File: src/rtl/mult_div_sequencer.sv
// Iterative multiply/divide unit for the EX stage: owns HI/LO, runs a one-bit-per-cycle
// shift-add multiplier and restoring divider, and raises mult_div_stall while busy.
module mult_div_sequencer #(
    parameter int WIDTH = 32
) (
    input  logic             clk,
    input  logic             reset_n,
    input  logic             start,
    input  logic [2:0]       op,
    input  logic [WIDTH-1:0] rs_val,
    input  logic [WIDTH-1:0] rt_val,
    input  logic             hilo_read,
    input  logic             hilo_sel,
    input  logic             flush,
    output logic [WIDTH-1:0] hilo_rdata,
    output logic             busy,
    output logic             mult_div_stall,
    output logic             done,
    output logic             div_by_zero
);

    localparam int            CW        = $clog2(WIDTH) + 1;
    localparam logic [CW-1:0] LAST_ITER = CW'(WIDTH - 1);

    localparam logic [2:0] OP_MULT  = 3'd0;
    localparam logic [2:0] OP_MULTU = 3'd1;
    localparam logic [2:0] OP_DIV   = 3'd2;
    localparam logic [2:0] OP_DIVU  = 3'd3;
    localparam logic [2:0] OP_MTHI  = 3'd4;
    localparam logic [2:0] OP_MTLO  = 3'd5;

    typedef enum logic [1:0] {IDLE, MUL, DIV, FIX} state_t;

    state_t             state;
    logic [WIDTH-1:0]   hi;
    logic [WIDTH-1:0]   lo;
    logic [WIDTH-1:0]   opnd;
    logic [WIDTH-1:0]   quo;
    logic [2*WIDTH:0]   acc;
    logic [WIDTH:0]     rem;
    logic [CW-1:0]      cnt;
    logic               is_div;
    logic               neg_q;
    logic               neg_r;

    logic               signed_op;
    logic               a_neg;
    logic               b_neg;
    logic [WIDTH-1:0]   abs_a;
    logic [WIDTH-1:0]   abs_b;
    logic [WIDTH:0]     mul_sum;
    logic [WIDTH+1:0]   div_shift;
    logic [WIDTH+1:0]   div_diff;
    logic [2*WIDTH-1:0] prod_fix;
    logic [WIDTH-1:0]   quo_fix;
    logic [WIDTH-1:0]   rem_fix;

    // div_shift keeps one extra top bit so a negative trial difference shows up in div_diff's MSB
    always_comb begin
        signed_op = (op == OP_MULT) || (op == OP_DIV);
        a_neg     = signed_op & rs_val[WIDTH-1];
        b_neg     = signed_op & rt_val[WIDTH-1];
        abs_a     = a_neg ? -rs_val : rs_val;
        abs_b     = b_neg ? -rt_val : rt_val;
        mul_sum   = acc[2*WIDTH:WIDTH] + (acc[0] ? {1'b0, opnd} : '0);
        div_shift = {rem, quo[WIDTH-1]};
        div_diff  = div_shift - {2'b00, opnd};
        prod_fix  = neg_q ? -acc[2*WIDTH-1:0] : acc[2*WIDTH-1:0];
        quo_fix   = neg_q ? -quo : quo;
        rem_fix   = neg_r ? -rem[WIDTH-1:0] : rem[WIDTH-1:0];
    end

    assign hilo_rdata     = hilo_sel ? hi : lo;
    assign mult_div_stall = busy & (start | hilo_read);

    always_ff @(posedge clk or negedge reset_n) begin
        if (!reset_n) begin
            state       <= IDLE;
            hi          <= '0;
            lo          <= '0;
            opnd        <= '0;
            quo         <= '0;
            acc         <= '0;
            rem         <= '0;
            cnt         <= '0;
            is_div      <= 1'b0;
            neg_q       <= 1'b0;
            neg_r       <= 1'b0;
            busy        <= 1'b0;
            done        <= 1'b0;
            div_by_zero <= 1'b0;
        end else begin
            done <= 1'b0;
            case (state)
                IDLE: begin
                    if (start && !flush && (op <= OP_MTLO)) begin
                        div_by_zero <= 1'b0;
                        cnt         <= '0;
                        neg_q       <= a_neg ^ b_neg;
                        neg_r       <= a_neg;
                        case (op)
                            OP_MTHI: hi <= rs_val;
                            OP_MTLO: lo <= rs_val;
                            OP_MULT, OP_MULTU: begin
                                acc    <= {{(WIDTH+1){1'b0}}, abs_b};
                                opnd   <= abs_a;
                                is_div <= 1'b0;
                                busy   <= 1'b1;
                                state  <= MUL;
                            end
                            default: begin
                                // A zero divisor finishes immediately with the architected fill values
                                if (rt_val == '0) begin
                                    hi          <= rs_val;
                                    lo          <= '1;
                                    div_by_zero <= 1'b1;
                                    done        <= 1'b1;
                                end else begin
                                    rem    <= '0;
                                    quo    <= abs_a;
                                    opnd   <= abs_b;
                                    is_div <= 1'b1;
                                    busy   <= 1'b1;
                                    state  <= DIV;
                                end
                            end
                        endcase
                    end
                end
                MUL, DIV: begin
                    if (flush) begin
                        busy  <= 1'b0;
                        state <= IDLE;
                    end else begin
                        if (state == MUL) begin
                            acc <= {1'b0, mul_sum, acc[WIDTH-1:1]};
                        end else begin
                            rem <= div_diff[WIDTH+1] ? div_shift[WIDTH:0] : div_diff[WIDTH:0];
                            quo <= {quo[WIDTH-2:0], ~div_diff[WIDTH+1]};
                        end
                        cnt <= cnt + CW'(1);
                        if (cnt == LAST_ITER) begin
                            state <= FIX;
                            done  <= 1'b1;
                        end
                    end
                end
                FIX: begin
                    busy  <= 1'b0;
                    state <= IDLE;
                    if (!flush) begin
                        if (is_div) begin
                            hi <= rem_fix;
                            lo <= quo_fix;
                        end else begin
                            hi <= prod_fix[2*WIDTH-1:WIDTH];
                            lo <= prod_fix[WIDTH-1:0];
                        end
                    end
                end
                default: state <= IDLE;
            endcase
        end
    end

endmodule

File: config.mk
export PLATFORM = sky130hd
export DESIGN_NAME = mult_div_sequencer
export DESIGN_NICKNAME = d
export VERILOG_FILES = /design/src/rtl/mult_div_sequencer.sv
export SDC_FILE = /design/constraint.sdc
export NUM_CORES = 1
export LEC_CHECK = 0
export BUFFER_PORTS_ARGS = -buffer_cell sky130_fd_sc_hd__buf_2
export CORE_ASPECT_RATIO = 0.9
export CORE_MARGIN = 5
export CORE_UTILIZATION = 60
export DETAILED_ROUTE_END_ITERATION = 16
export PLACE_DENSITY = 0.79
export SYNTH_ARGS = -nofsm -noshare
export SYNTH_HDL_FRONTEND = slang
export SYNTH_SLANG_ARGS = --single-unit
File: constraint.sdc
create_clock -name clk -period 5.6 [get_ports clk]
set_input_delay 1.12 -clock clk [delete_from_list [all_inputs] [get_ports clk]]
set_output_delay 1.12 -clock clk [all_outputs]
set_load 0.02 [all_outputs]
Yosys cells after proc, flatten, opt, wreduce, memory -nomap -nowiden. Cells that the tools add are included. Widths: inputs -> output; s select.

Register bits: 240. Bits of input ports: 73. Output and inout port bits: 36. Word-level logic and storage cells: 139.

$add $sub $neg: 8. Magnitude comparators: 1. Eq/ne operators: 25. Muxes and demuxes: 60. Bitwise gates (word level): 7. Reduce and logical (&&, ||, !) cells: 24.

Operators by type and width (count): $mux 32 (20); $pmux 32 s2 (6); $mux 65 (4); $mux 33 (6); $pmux 65 s2 (1); $neg 32->32 (4); $pmux 33 s2 (1); $mux 64 (1); $neg 64->64 (1); $sub 34x32->34 (1); $add 33x32->33 (1); $logic_not 32->1 (1); $ne 2x2->1 const B (11); $reduce_and 5->1 (3); $mux 6 (2); $pmux 6 s2 (1); $reduce_and 4->1 (3); $ne 3x2->1 const B (3); $mux 1 (8); $mux 2 (4); $add 6x1->6 const B (1); $eq 3x3->1 const B (2); $eq 6x5->1 const B (1); $pmux 1 s2 (3); other kinds (26) (36).

Longest topological paths before layout.
Word-level depth: 8. Depth in mapped cells: 14. Gate-level depth less buffers: 13.

Worst setup path before layout. No wires, ideal clock.

Kind: input to register. Start: input port rt_val[17]. End: register lo[23]. Library setup time: 77 ps. Arrival time: 3602 ps. Data required time: 5523 ps. Setup slack: 1920 ps. Stages: 10. Path buffers: 1. Path through: or4_1 > nor4_1 > nand4_1 > nor3_2 > nand2_1 > a2bb2oi_1 > o31ai_2 > clkbuf_1 > nor2_1 > a21oi_1.

Cells in the longest elaborated chain, start to end: 3.

Ends and longest elaborated chain: start, declared (RTL line 11) `input logic [WIDTH-1:0] rt_val,`; $logic_not 32->1 (RTL line 113) `if (rt_val == '0) begin`; $ne 3x2->1 (no line); $reduce_and 5->1 (no line); end signal, assigned (RTL line 103) `OP_MTLO: lo <= rs_val;`; end signal, assigned (RTL line 154) `lo <= quo_fix;`; end signal, assigned (RTL line 157) `lo <= prod_fix[WIDTH-1:0];`; end, declared (RTL line 36) `logic [WIDTH-1:0] lo;`.

No other way between the ends. A chain may end at the register's enable or synchronous reset.

Final worst setup path.
Start: input port rt_val[15]. End: register lo[23].

Same word-level chain as after synthesis.

==> summary.md <==
| Metric | Value |
|---|---|
| Run status | finished, final reports clean |
| Rows | 61 |
| Port buffer count | 108 |
| Sequential element share of the synthesized area | 31.8% |
| Post-route clock period utilization | 77.3% |
| Worst Setup Start Kind | input pin |
| Slowest stage delay, CP | 0.73 ns |
| Drc violations | 0 |
| P_leak | 8.83 nW |
| Post-Place Setup Slack | 0.863 ns |
| Routability cong. | 1.04 |
| Setup CP Type | in2reg |
| Share of cells above drive strength 1 | 10.3% |
| Nets | 2,541 |
| Post-CTS Hold Buffers | 0 |
| Maxcap violations | 0 |
| RSZ-0062 raised after global routing | no |
| First-pass GRT wire length | 102 mm |
| Worst Hold Class | reg2reg |
| WP data arrival | 4.81 ns |
| Reg2reg path depth | 9 |
| Min cycle time layout | 4.33 ns |
| Setup violators final | 0 |
| Initial antenna violation count | 3 |
| Synthesized cell area | 18,800 µm² |
| Clk_lat worst skew | 0.57 ns |
| Worst setup startpoint | rt_val[15] |
| Clock Sinks | 239 |
| Max-slew violations | 0 |
| ANT nets after route | 0 |
| Synth cell types | 74 |
| Max-slew headroom | 26.5% |
| DP Wirelength | 50.2 mm |
| YS warnings | 0 |
| R2R Path End | hi[15] |
| I/O Pins | 109 |
| R2R Path Start | acc[12] |
| Register-to-Register Setup Slack | 1.47 ns |
| Die Span Y | 178 µm |
| Placeable Area | 30,900 µm² |
| Clock-pin slew on the worst setup and hold paths | 0.06 ns |
| Syn Nets | 2,520 |
| DR pass1 iterations | 6 |
| Measured slew at the worst slew-check pin | 1.10 ns |
| Crit path max fanout | 20 |
| Syn_area_per_cell | 7.93 µm² |
| Vias | 18,900 |
| Area grow syn2layout | 9.68% |
| WL final | 67.1 mm |
| Post-CTS setup buffer count | 0 |
| Worst-path cell chain | buf_2 > or4_1 > nor4_1 > nand4_1 > nor3_2 > nand2_1 > a2bb2oi_1 > o31ai_4 > buf_4 > nor2_1 > a21oi_1 |
| Worst Setup EP | lo[23] |
| CTS root buf | clkbuf_16 |
| Max IR drop VDD | 0.526 mV |
| Routed wire per std cell | 23.8 µm |
| Post-synth ARST share | 100% |
| Crit end category | flip-flop |
| Gr ovfl total | 0 |
| Die ar. | 35,000 µm² |
| Mean number of vias per cell | 6.68 |
| CTS resizes | 0 |
| Final Hold Fails | 0 |
| Skew final | 0.0184 ns |
| Setup TNS | 0 ns |
| Post-synth top flop | dfrtp_1 |
| Pwr dens | 635 nW/µm² |
| TritonCTS Buffers | 27 |
| Synthesized instance count | 2,371 |
| H-tree depth | 1 |
| Leading cell type in the layout, fill and taps excluded | nand2_1 |
| PnR worst setup slack | 1.27 ns |
| CTS tree | yes |
| Initial core utilization | 60.8% |
| Vias in the first global route | 17,300 |
| Post-synth EDFFs | 0 |
| F_max | 231 MHz |
| CTS Buffer Depth | 3 |
| Worst hold slack | 0.472 ns |
| Iteration-0 DRC Markers | 2,414 |
| Most frequent cells in the layout | nand2_1, dfrtp_1, nor2_1 |
| Synth Register Bits | 239 |
| Slowest CP cell | o31ai_4 |
| Die width | 197 µm |
| Largest net degree at the start of global routing | 111 |
| Tot GR Track Use | 37.7% |
| Crit path required time | 6.08 ns |
==> per-layer routing <==
| metal | track usage (%) | share of wire, % |
|---|---|---|
| met4 | 13.7 | 4.6 |
| met3 | 13.0 | 14 |
| met2 | 52.6 | 40 |
| met1 | 54.2 | 42 |
| met5 | 0 | 0.040 |
==> stage by stage <==
| step | instance area [µm²] | power (mW) | util [%] | std cells |
|---|---|---|---|---|
| finish | 20600 | 13.1 | 66.7 | 2823 |
| global route | 20600 | 13.9 | 66.7 | 2823 |
| CTS | 20600 | 12.9 | 66.7 | 2822 |
| detailed placement | 19600 | 10.8 | 63.4 | 2772 |
| global placement | 19600 | 10.5 | 63.4 | 2772 |
| floorplan | 18800 | 8.51 | - | 2371 |
==> area by class of cell <==
| cell class | count | area [µm²] |
|---|---|---|
| diodes | 1 | 2.50 |
| clock buffers | 35 | 766 |
| clock inverters | 15 | 256 |
| fillers | 2656 | 10300 |
| inverters | 69 | 259 |
| multi-input cells | 1921 | 12100 |
| flip-flops and latches | 239 | 5980 |
| well taps | 409 | 512 |
| repair buffers | 134 | 758 |
==> report_power, final <==
part / switching [mW] / internal [mW]
sequential: 0.956 / 2.45
combinational: 4.89 / 2.73
clock: 0.811 / 1.25
==> critical path: cells and delay by family <==
kind	cells	cell delay, ns
and+or+nand+nor	6	2.09
AOI/OAI and AO/OA	3	1.15
buffers and inverters	2	0.44
==> kinds of logic (layout without fill, tap and decap cells) <==
| logic type | count (synthesis) | in the layout | synth area share, % |
|---|---|---|---|
| DFF | 239 | 239 | 31.8 |
| xor gates and xnor gates | 233 | 233 | 10.9 |
| and+or+nand+nor | 784 | 784 | 19.2 |
| buffers and inverters | 211 | 253 | 4.23 |
| adders and majority gates | 76 | 76 | 5.14 |
| muxes | 69 | 69 | 3.95 |
| AOI/OAI and AO/OA | 759 | 759 | 24.9 |
| other | 0 | 1 | 0 |
==> state kept, by name, summed over array words and instances, names as in the netlist, 2 cells and up <==
signal / flops
state: 2
lo: 32
cnt: 6
hi: 32
rem: 33
acc: 64
opnd: 32
quo: 32
==> Yosys cell counts (all sizes together) (32+ instances only) <==
cell      n  share of area (%)
nand3    35               0.93
mux2     32                1.9
o21ai   249                6.6
nor3     34               0.93
inv      69                1.4
dfrtp   239                 32
xor2     98                4.6
clkbuf  125                2.5
ha       74                4.9
a21oi   206                5.5
mux2i    36                1.9
a21o     38                1.5
o31ai    72                3.0
nor2    216                4.3
nand2   311                6.2
o221ai   38                1.8
xnor2   135                6.3
==> how the worst min path moves through the flow <==
stage / depth (start not counted) / from / slack, ns / end
floorplan: 1 / hi[15] / 0.44 / hi[15]
global placement: 1 / hi[15] / 0.45 / hi[15]
detailed placement: 1 / hi[15] / 0.46 / hi[15]
CTS: 1 / hi[15] / 0.48 / hi[15]
global route: 2 / hi[19] / 0.51 / hi[19]
finish: 1 / hi[15] / 0.47 / hi[15]
Note: power is estimated with default switching activity, not from simulation.
